===== src/rtl/msk_share_recombiner.sv =====
// Share-serial unmasking of a d-share sharing: one registered share per cycle
// is folded into the accumulator and zeroized as it is consumed.
module msk_share_recombiner #(
    parameter int d = 2,
    parameter int W = 32
) (
    input  logic           clk,
    input  logic           rst_n,
    input  logic           flush,
    input  logic           in_valid,
    output logic           in_ready,
    input  logic [d*W-1:0] in_shares,
    output logic           out_valid,
    input  logic           out_ready,
    output logic [W-1:0]   out_data,
    output logic           busy
);

    localparam int CW = (d > 1) ? $clog2(d) : 1;
    localparam logic [CW-1:0] CNT_LAST = CW'(d - 1);

    typedef enum logic [1:0] {
        IDLE,
        ACC,
        OUT
    } state_t;

    state_t         state_q;
    logic           out_q;
    logic [W-1:0]   acc_q;
    logic [W-1:0]   acc_d;
    logic [CW-1:0]  cnt_q;
    logic [W-1:0]   sreg_q [d];
    logic           accept;

    assign in_ready  = !flush & ((state_q == IDLE) | (out_q & out_ready));
    assign accept    = in_valid & in_ready;
    assign acc_d     = acc_q ^ sreg_q[cnt_q];
    assign out_valid = out_q;
    assign busy      = (state_q != IDLE);

    // Gate with the registered OUT flag so partial sums never reach the port.
    assign out_data  = acc_q & {W{out_q}};

    always_ff @(posedge clk or negedge rst_n) begin
        if (!rst_n) begin
            state_q <= IDLE;
            out_q   <= 1'b0;
            acc_q   <= '0;
            cnt_q   <= '0;
            for (int i = 0; i < d; i++) sreg_q[i] <= '0;
        end else if (flush) begin
            state_q <= IDLE;
            out_q   <= 1'b0;
            acc_q   <= '0;
            cnt_q   <= '0;
            for (int i = 0; i < d; i++) sreg_q[i] <= '0;
        end else begin
            unique case (state_q)
                IDLE: begin
                    if (accept) begin
                        for (int i = 0; i < d; i++)
                            sreg_q[i] <= in_shares[i*W +: W];
                        acc_q   <= '0;
                        cnt_q   <= '0;
                        state_q <= ACC;
                    end
                end
                ACC: begin
                    acc_q         <= acc_d;
                    sreg_q[cnt_q] <= '0;
                    if (cnt_q == CNT_LAST) begin
                        cnt_q   <= '0;
                        state_q <= OUT;
                        out_q   <= 1'b1;
                    end else begin
                        cnt_q <= cnt_q + CW'(1);
                    end
                end
                OUT: begin
                    if (out_ready) begin
                        acc_q <= '0;
                        out_q <= 1'b0;
                        cnt_q <= '0;
                        if (accept) begin
                            for (int i = 0; i < d; i++)
                                sreg_q[i] <= in_shares[i*W +: W];
                            state_q <= ACC;
                        end else begin
                            state_q <= IDLE;
                        end
                    end
                end
                default: begin
                    state_q <= IDLE;
                    out_q   <= 1'b0;
                end
            endcase
        end
    end

endmodule


===== config.mk =====
export PLATFORM = sky130hd
export DESIGN_NAME = msk_share_recombiner
export DESIGN_NICKNAME = d
export VERILOG_FILES = /design/src/rtl/msk_share_recombiner.sv
export SDC_FILE = /design/constraint.sdc
export NUM_CORES = 1
export LEC_CHECK = 0
export ABC_AREA = 1
export CAP_MARGIN = 40
export CELL_PAD_IN_SITES_DETAIL_PLACEMENT = 2
export CELL_PAD_IN_SITES_GLOBAL_PLACEMENT = 2
export CORE_MARGIN = 4
export CORE_UTILIZATION = 29
export DETAILED_ROUTE_END_ITERATION = 16
export PLACE_DENSITY = 0.85
export SLEW_MARGIN = 20
export SYNTH_ARGS = -nofsm -noshare
export SYNTH_HDL_FRONTEND = slang
export SYNTH_SLANG_ARGS = --single-unit
export TNS_END_PERCENT = 50

===== constraint.sdc =====
create_clock -name clk -period 1.85 [get_ports clk]
set_input_delay 0.555 -clock clk [delete_from_list [all_inputs] [get_ports clk]]
set_output_delay 0.555 -clock clk [all_outputs]
set_load 0.005 [all_outputs]

Word level (Yosys, flattened, before mapping)
Cells that the tools add are included.
{"block": "totals", "register_bits": 100, "input_bits": 69}
{"block": "classes", "n_mux": 27, "addsub": 1, "n_bitwise": 9, "order_cmp": 2, "n_eq_ne": 6, "n_reduce_logical": 9}
{"cell": "two-way mux 32 bit", "n": 7}
{"cell": "two-way mux 64 bit", "n": 3}
{"cell": "one-hot mux 64 bit (3 select lines)", "n": 1}
{"cell": "one-hot mux 32 bit (3 select lines)", "n": 1}
{"cell": "bitwise AND 64 bit", "n": 1}
{"cell": "inverter 64 bit", "n": 1}
{"cell": "bitwise AND 32 bit", "n": 1}
{"cell": "demux 32 bit (select 1 bit)", "n": 1}
{"cell": "bitwise XOR 32 bit", "n": 1}
{"cell": "inequality test 3 bit (second input constant)", "n": 3}
{"cell": "AND reduction 3 bit", "n": 3}
{"cell": "two-way mux 2 bit", "n": 4}
{"cell": "two-way mux 1 bit", "n": 7}
{"cell": "one-hot mux 1 bit (3 select lines)", "n": 2}
{"cell": "one-hot mux 2 bit (3 select lines)", "n": 1}
{"cell": "nonzero test 4 bit", "n": 1}
{"cell": "bitwise AND 1 bit", "n": 3}
{"cell": "== test 2 x 1 -> 1 bit (second input constant)", "n": 1}
{"cell": "== test 2 bit (second input constant)", "n": 1}
{"cell": ">= comparator 2 bit (second input constant)", "n": 1}
{"cell": "logical NOT 2 bit", "n": 1}
{"cell": "less-than comparator 2 x 1 -> 1 bit (second input constant)", "n": 1}
{"cell": "inequality test 2 bit (second input constant)", "n": 1}
{"cell": "inverter 1 -> 2 bit", "n": 1}
{"cell": "6 further kinds", "n": 6}

Depth between registers and ports, before layout
{"block": "depth", "ltp_word": 9, "depth_mapped": 10, "mapped_depth_nobuf": 9}

Worst setup path before layout
OpenSTA, ideal clock, no wires.
{"block": "synth_path", "path_type": "register to register", "start": "register state_q[0]", "end": "register sreg_q[35] (netlist name)", "arrival_time_ps": 1474, "period_less_slack_ps": 1590, "setup_time_ps": 116, "setup_slack_ps": 260, "path_stages_with_launch": 11, "path_cell_list": "dfrtp_1 > inv_1 > ha_1 > nor2_1 > nand2_2 > nand2_2 > inv_2 > buf_6 > buf_4 > nand3_1 > nand2_1"}
{"block": "synth_via", "elab_chain_cells": 8, "word_cells_on_any_way": 13, "cone_classes": "3 x eq/ne; 4 x mux; 3 x bitwise; 3 x reduce/logical"}
{"element": "from (decl)", "line": "28", "source": "state_t state_q;"}
{"element": "from (signal assigned)", "line": "47", "source": "state_q <= IDLE;"}
{"element": "from (signal assigned)", "line": "53", "source": "state_q <= IDLE;"}
{"element": "from (signal assigned)", "line": "66", "source": "state_q <= ACC;"}
{"element": "logical NOT 2 bit", "line": "36, 59"}
{"element": "OR 1 bit", "line": "36", "source": "assign in_ready = !flush & ((state_q == IDLE) | (out_q & out_ready));"}
{"element": "bitwise AND 1 bit", "line": "36"}
{"element": "bitwise AND 1 bit", "line": "37", "source": "assign accept = in_valid & in_ready;"}
{"element": "two-way mux 64 bit (2 in series)"}
{"element": "one-hot mux 64 bit (3 select lines)", "line": "59", "source": "unique case (state_q)"}
{"element": "two-way mux 64 bit", "line": "52", "source": "end else if (flush) begin"}
{"element": "to (signal, indexed assignment)", "line": "63", "source": "sreg_q[i] <= in_shares[i*W +: W];"}
{"element": "to (signal, indexed assignment)", "line": "87", "source": "sreg_q[i] <= in_shares[i*W +: W];"}
{"element": "to (decl)", "line": "33", "source": "logic [W-1:0] sreg_q [d];"}
Several ways; a longest one is shown, not always the timed one. The select of a mux whose other input is x is not followed.
A chain may end at the register's enable or synchronous reset.

Worst setup path after layout
{"block": "layout_path", "start": "register out_q (netlist: out_valid)", "end": "output out_data[16]"}
{"block": "layout_via", "elab_chain_cells": 1}
{"element": "from (decl)", "line": "29", "source": "logic out_q;"}
{"element": "from (signal assigned)", "line": "48", "source": "out_q <= 1'b0;"}
{"element": "from (signal assigned)", "line": "54", "source": "out_q <= 1'b0;"}
{"element": "from (signal assigned)", "line": "75", "source": "out_q <= 1'b1;"}
{"element": "bitwise AND 32 bit", "line": "43", "source": "assign out_data = acc_q & {W{out_q}};"}
{"element": "to (decl)", "line": "15", "source": "output logic [W-1:0] out_data,"}
No other way between the ends.

==> flow_summary_export.csv <==
group,metric,value,unit
detailed_routing,antenna_left,0,
detailed_routing,drt_pass1_iterations,5,
place,post-dp-hpwl,17100,um
yosys,synth_top_area_cell,"dfrtp_1",
place,gp_congestion,0.762,
timing,setup_violations,53,
timing,fin_crit,2.09,ns
detailed_routing,wirelength,41800,um
clocking,cts_root_buffer,"clkbuf_16",
yosys,yosys-top-cells-area,"dfrtp_1 (40%), nand2_1 (32%), inv_1 (5.9%)",
global_route,grt_pass1_vias,8469,
critical_path,critical_path_class,"flop to primary output",
detailed_routing,via_count,8027,
critical_path,slowest_delay,0.47,ns
clocking,cts_num_sinks,100,
floorplan,io_pins,104,
floorplan,coreArea,0.0210,mm2
floorplan,start_util,29.5,%
finish,nFillCells,2378,
critical_path,arrival,1.53,ns
clocking,clockBufferDepth,2,
floorplan,die_h,154,um
finish,final_cell_mix,"nand2_1 (481), dfrtp_1 (99), inv_1 (64), clkdlybuf4s50_1 (64), nand3_1 (61)",
yosys,yosysUniqueCellTypes,22,
global_route,grt_pass1_wl,52900,um
run,cap_violations,0,
clocking,tritoncts,"yes",
critical_path,path_common_cell,"buf_12",
timing,rsz0062_at_grt,"true",
min_path,hp-class,"input port to async pin",
finish,layout-drive-gt1-share,21.8,%
yosys,synth_area_per_cell,6.37,um2
finish,nets,1189,
clocking,htreeDepth,3,
yosys,ys_seq_elements,100,
critical_path,crit_chain,"buf_12 > buf_12 > buf_8 > nand2_4 > inv_2 > buf_6",
critical_path,required,1.29,ns
detailed_routing,wire_per_inst,30.0,um
detailed_routing,drc,0,
finish,syn_to_final_growth,50.4,%
clocking,clk_latency,0.39,ns
timing,min_period_over_period,113,%
floorplan,dieArea,0.0238,mm2
detailed_routing,via_per_inst,5.75,
detailed_routing,dr.first_iter.drc_count,743,
pwr,vdd.ir_drop.worst,0.000544,V
global_route,grt_max_degree,101,
yosys,syn_inst,973,
timing,slew_violations,0,
pwr,p_leak,0.00551,uW
yosys,yosys_warnings,0,
clocking,numCtsBuffers,9,
critical_path,crit_buf_inv,5,
place,numPortBuffers,103,
status,status,"complete, but fails checks",
timing,fin_skew,0.0142,ns
finish,num_antenna_cells,0,
yosys,ys_seq_area_share,40.3,%
critical_path,crit_fanout,7,
timing,slew_headroom,59.3,%
yosys,synth_area,0.00620,mm2
finish,layout_commonest_cell,"nand2_1",
global_route,overflow,0,
timing,worst_pin_slew,0.610,ns
timing,max_freq,479,MHz
finish,instances_no_fill,1395,
pwr,power_density,1750,mW/mm2
finish,seq_area,0.00250,mm2
critical_path,start_kind,"flop",
floorplan,fp-row-count,53,
critical_path,crit_slowest_cell,"dfrtp_2",
yosys,synth_top_area_share,40.3,%
clocking,clk_pin_slew,0.09,ns
yosys,syn-num-nets,1047,
place,dp.cells,1340,
status,violations,"negative setup slack",
timing,hold_viol_final,0,
critical_path,endpoint_kind,"primary output",
timing,setup_tns,-4.71,ns
timing,setup_ws,-0.238,ns
critical_path,path_delay_family,"buffers and inverters",
global_route,grt_usage,29.0,%
finish,multi_input_area,0.00343,mm2
global_route,antenna_found_initial,0,
floorplan,dieWidth,154,um
cell usage after synthesis:
master    count
a21oi_1      33
buf_1         2
buf_2        37
buf_4        10
buf_6         1
clkbuf_1      9
dfrtp_1     100
ha_1          5
inv_1        98
inv_2         6
nand2_1     523
nand2_2       5
nand3_1      67
nand3b_2      1
nand4_1      33
nor2_1        4
nor2_2        1
nor2_4        1
o211ai_1      1
o21ai_0       7
o21ai_1      28
or2_2         1
state kept, by name, summed over array words and instances (netlist names):
| name | cells |
|---|---|
| cnt_q | 1 |
| sreg_q | 64 |
| state_q | 2 |
| acc_q | 32 |
| out_valid | 1 |
final cells by class:
cell class,instances,share of cell area [%]
multi-input combinational,711,36.7
inverter,104,4.24
tap,275,3.69
clock buffer,13,2.90
sequential,100,26.8
timing repair buffer,189,25.1
clock inverter,3,0.469
per-stage QoR:
step	setup slack, ns	instance area, um2	util [%]	hold slack (ns)	total power [uW]
after floorplan	0.260	6200	-	0.259	7320
after global placement	-0.450	7860	37.4	0.481	9570
after detailed placement	-0.486	7860	37.4	0.494	10000
after CTS	-0.215	8740	41.6	0.292	13700
after global routing	-0.239	9330	44.4	0.295	16800
final	-0.238	9330	44.4	0.241	16300
worst paths after layout:
check                                               to                    from  cells past startpoint  slack [ns]
worst min register to register  sreg_q[44]$_DFFE_PN0P_  sreg_q[44]$_DFFE_PN0P_                      2        0.52
min in group clk                sreg_q[44]$_DFFE_PN0P_  sreg_q[44]$_DFFE_PN0P_                      2        0.52
worst min-delay path            sreg_q[20]$_DFFE_PN0P_                   rst_n                      2        0.24
worst max register to register   acc_q[29]$_DFFE_PN0P_  state_q[0]$_DFFE_PN0P_                     11       -0.07
max in group asynchronous        out_valid$_DFFE_PN0P_                   rst_n                      2        1.15
worst max-delay path                      out_data[16]   out_valid$_DFFE_PN0P_                      6       -0.24
report_power, final:
part / internal [uW] / leakage [uW] / switching (uW)
Clock: 1170 / 0.000156 / 1110
Sequential: 3150 / 0.00133 / 1300
Combinational: 3590 / 0.00402 / 6020
per-layer routing:
| metal | vias to the layer above | GRT usage [%] | part of all wire (%) |
|---|---|---|---|
| met3 | 170 | 5.20 | 7.0 |
| met2 | 488 | 50.1 | 49 |
| met5 | - | 0 | 0 |
| met4 | 0 | 14.1 | 5.9 |
| met1 | 4077 | 34.8 | 38 |
| li1 | 3292 | - | - |
what timing repair did:
action | in CTS | in global routing
gates resized for setup | 249 | 94
hold buffers | 0 | 0
pin swaps | 13 | 20
setup buffers | 16 | 13
cloned | 9 | 9
endpoints found under the setup margin | 81 | 131
logic make-up after synthesis:
| kind of cell | Yosys count | share of synthesized area [%] |
|---|---|---|
| adders and majority gates | 5 | 1.01 |
| DFF | 100 | 40.3 |
| and+or+nand+nor | 636 | 41.7 |
| buffers and inverters | 163 | 11.3 |
| AOI/OAI and AO/OA | 69 | 5.61 |
Note: power is estimated with default switching activity, not from simulation.
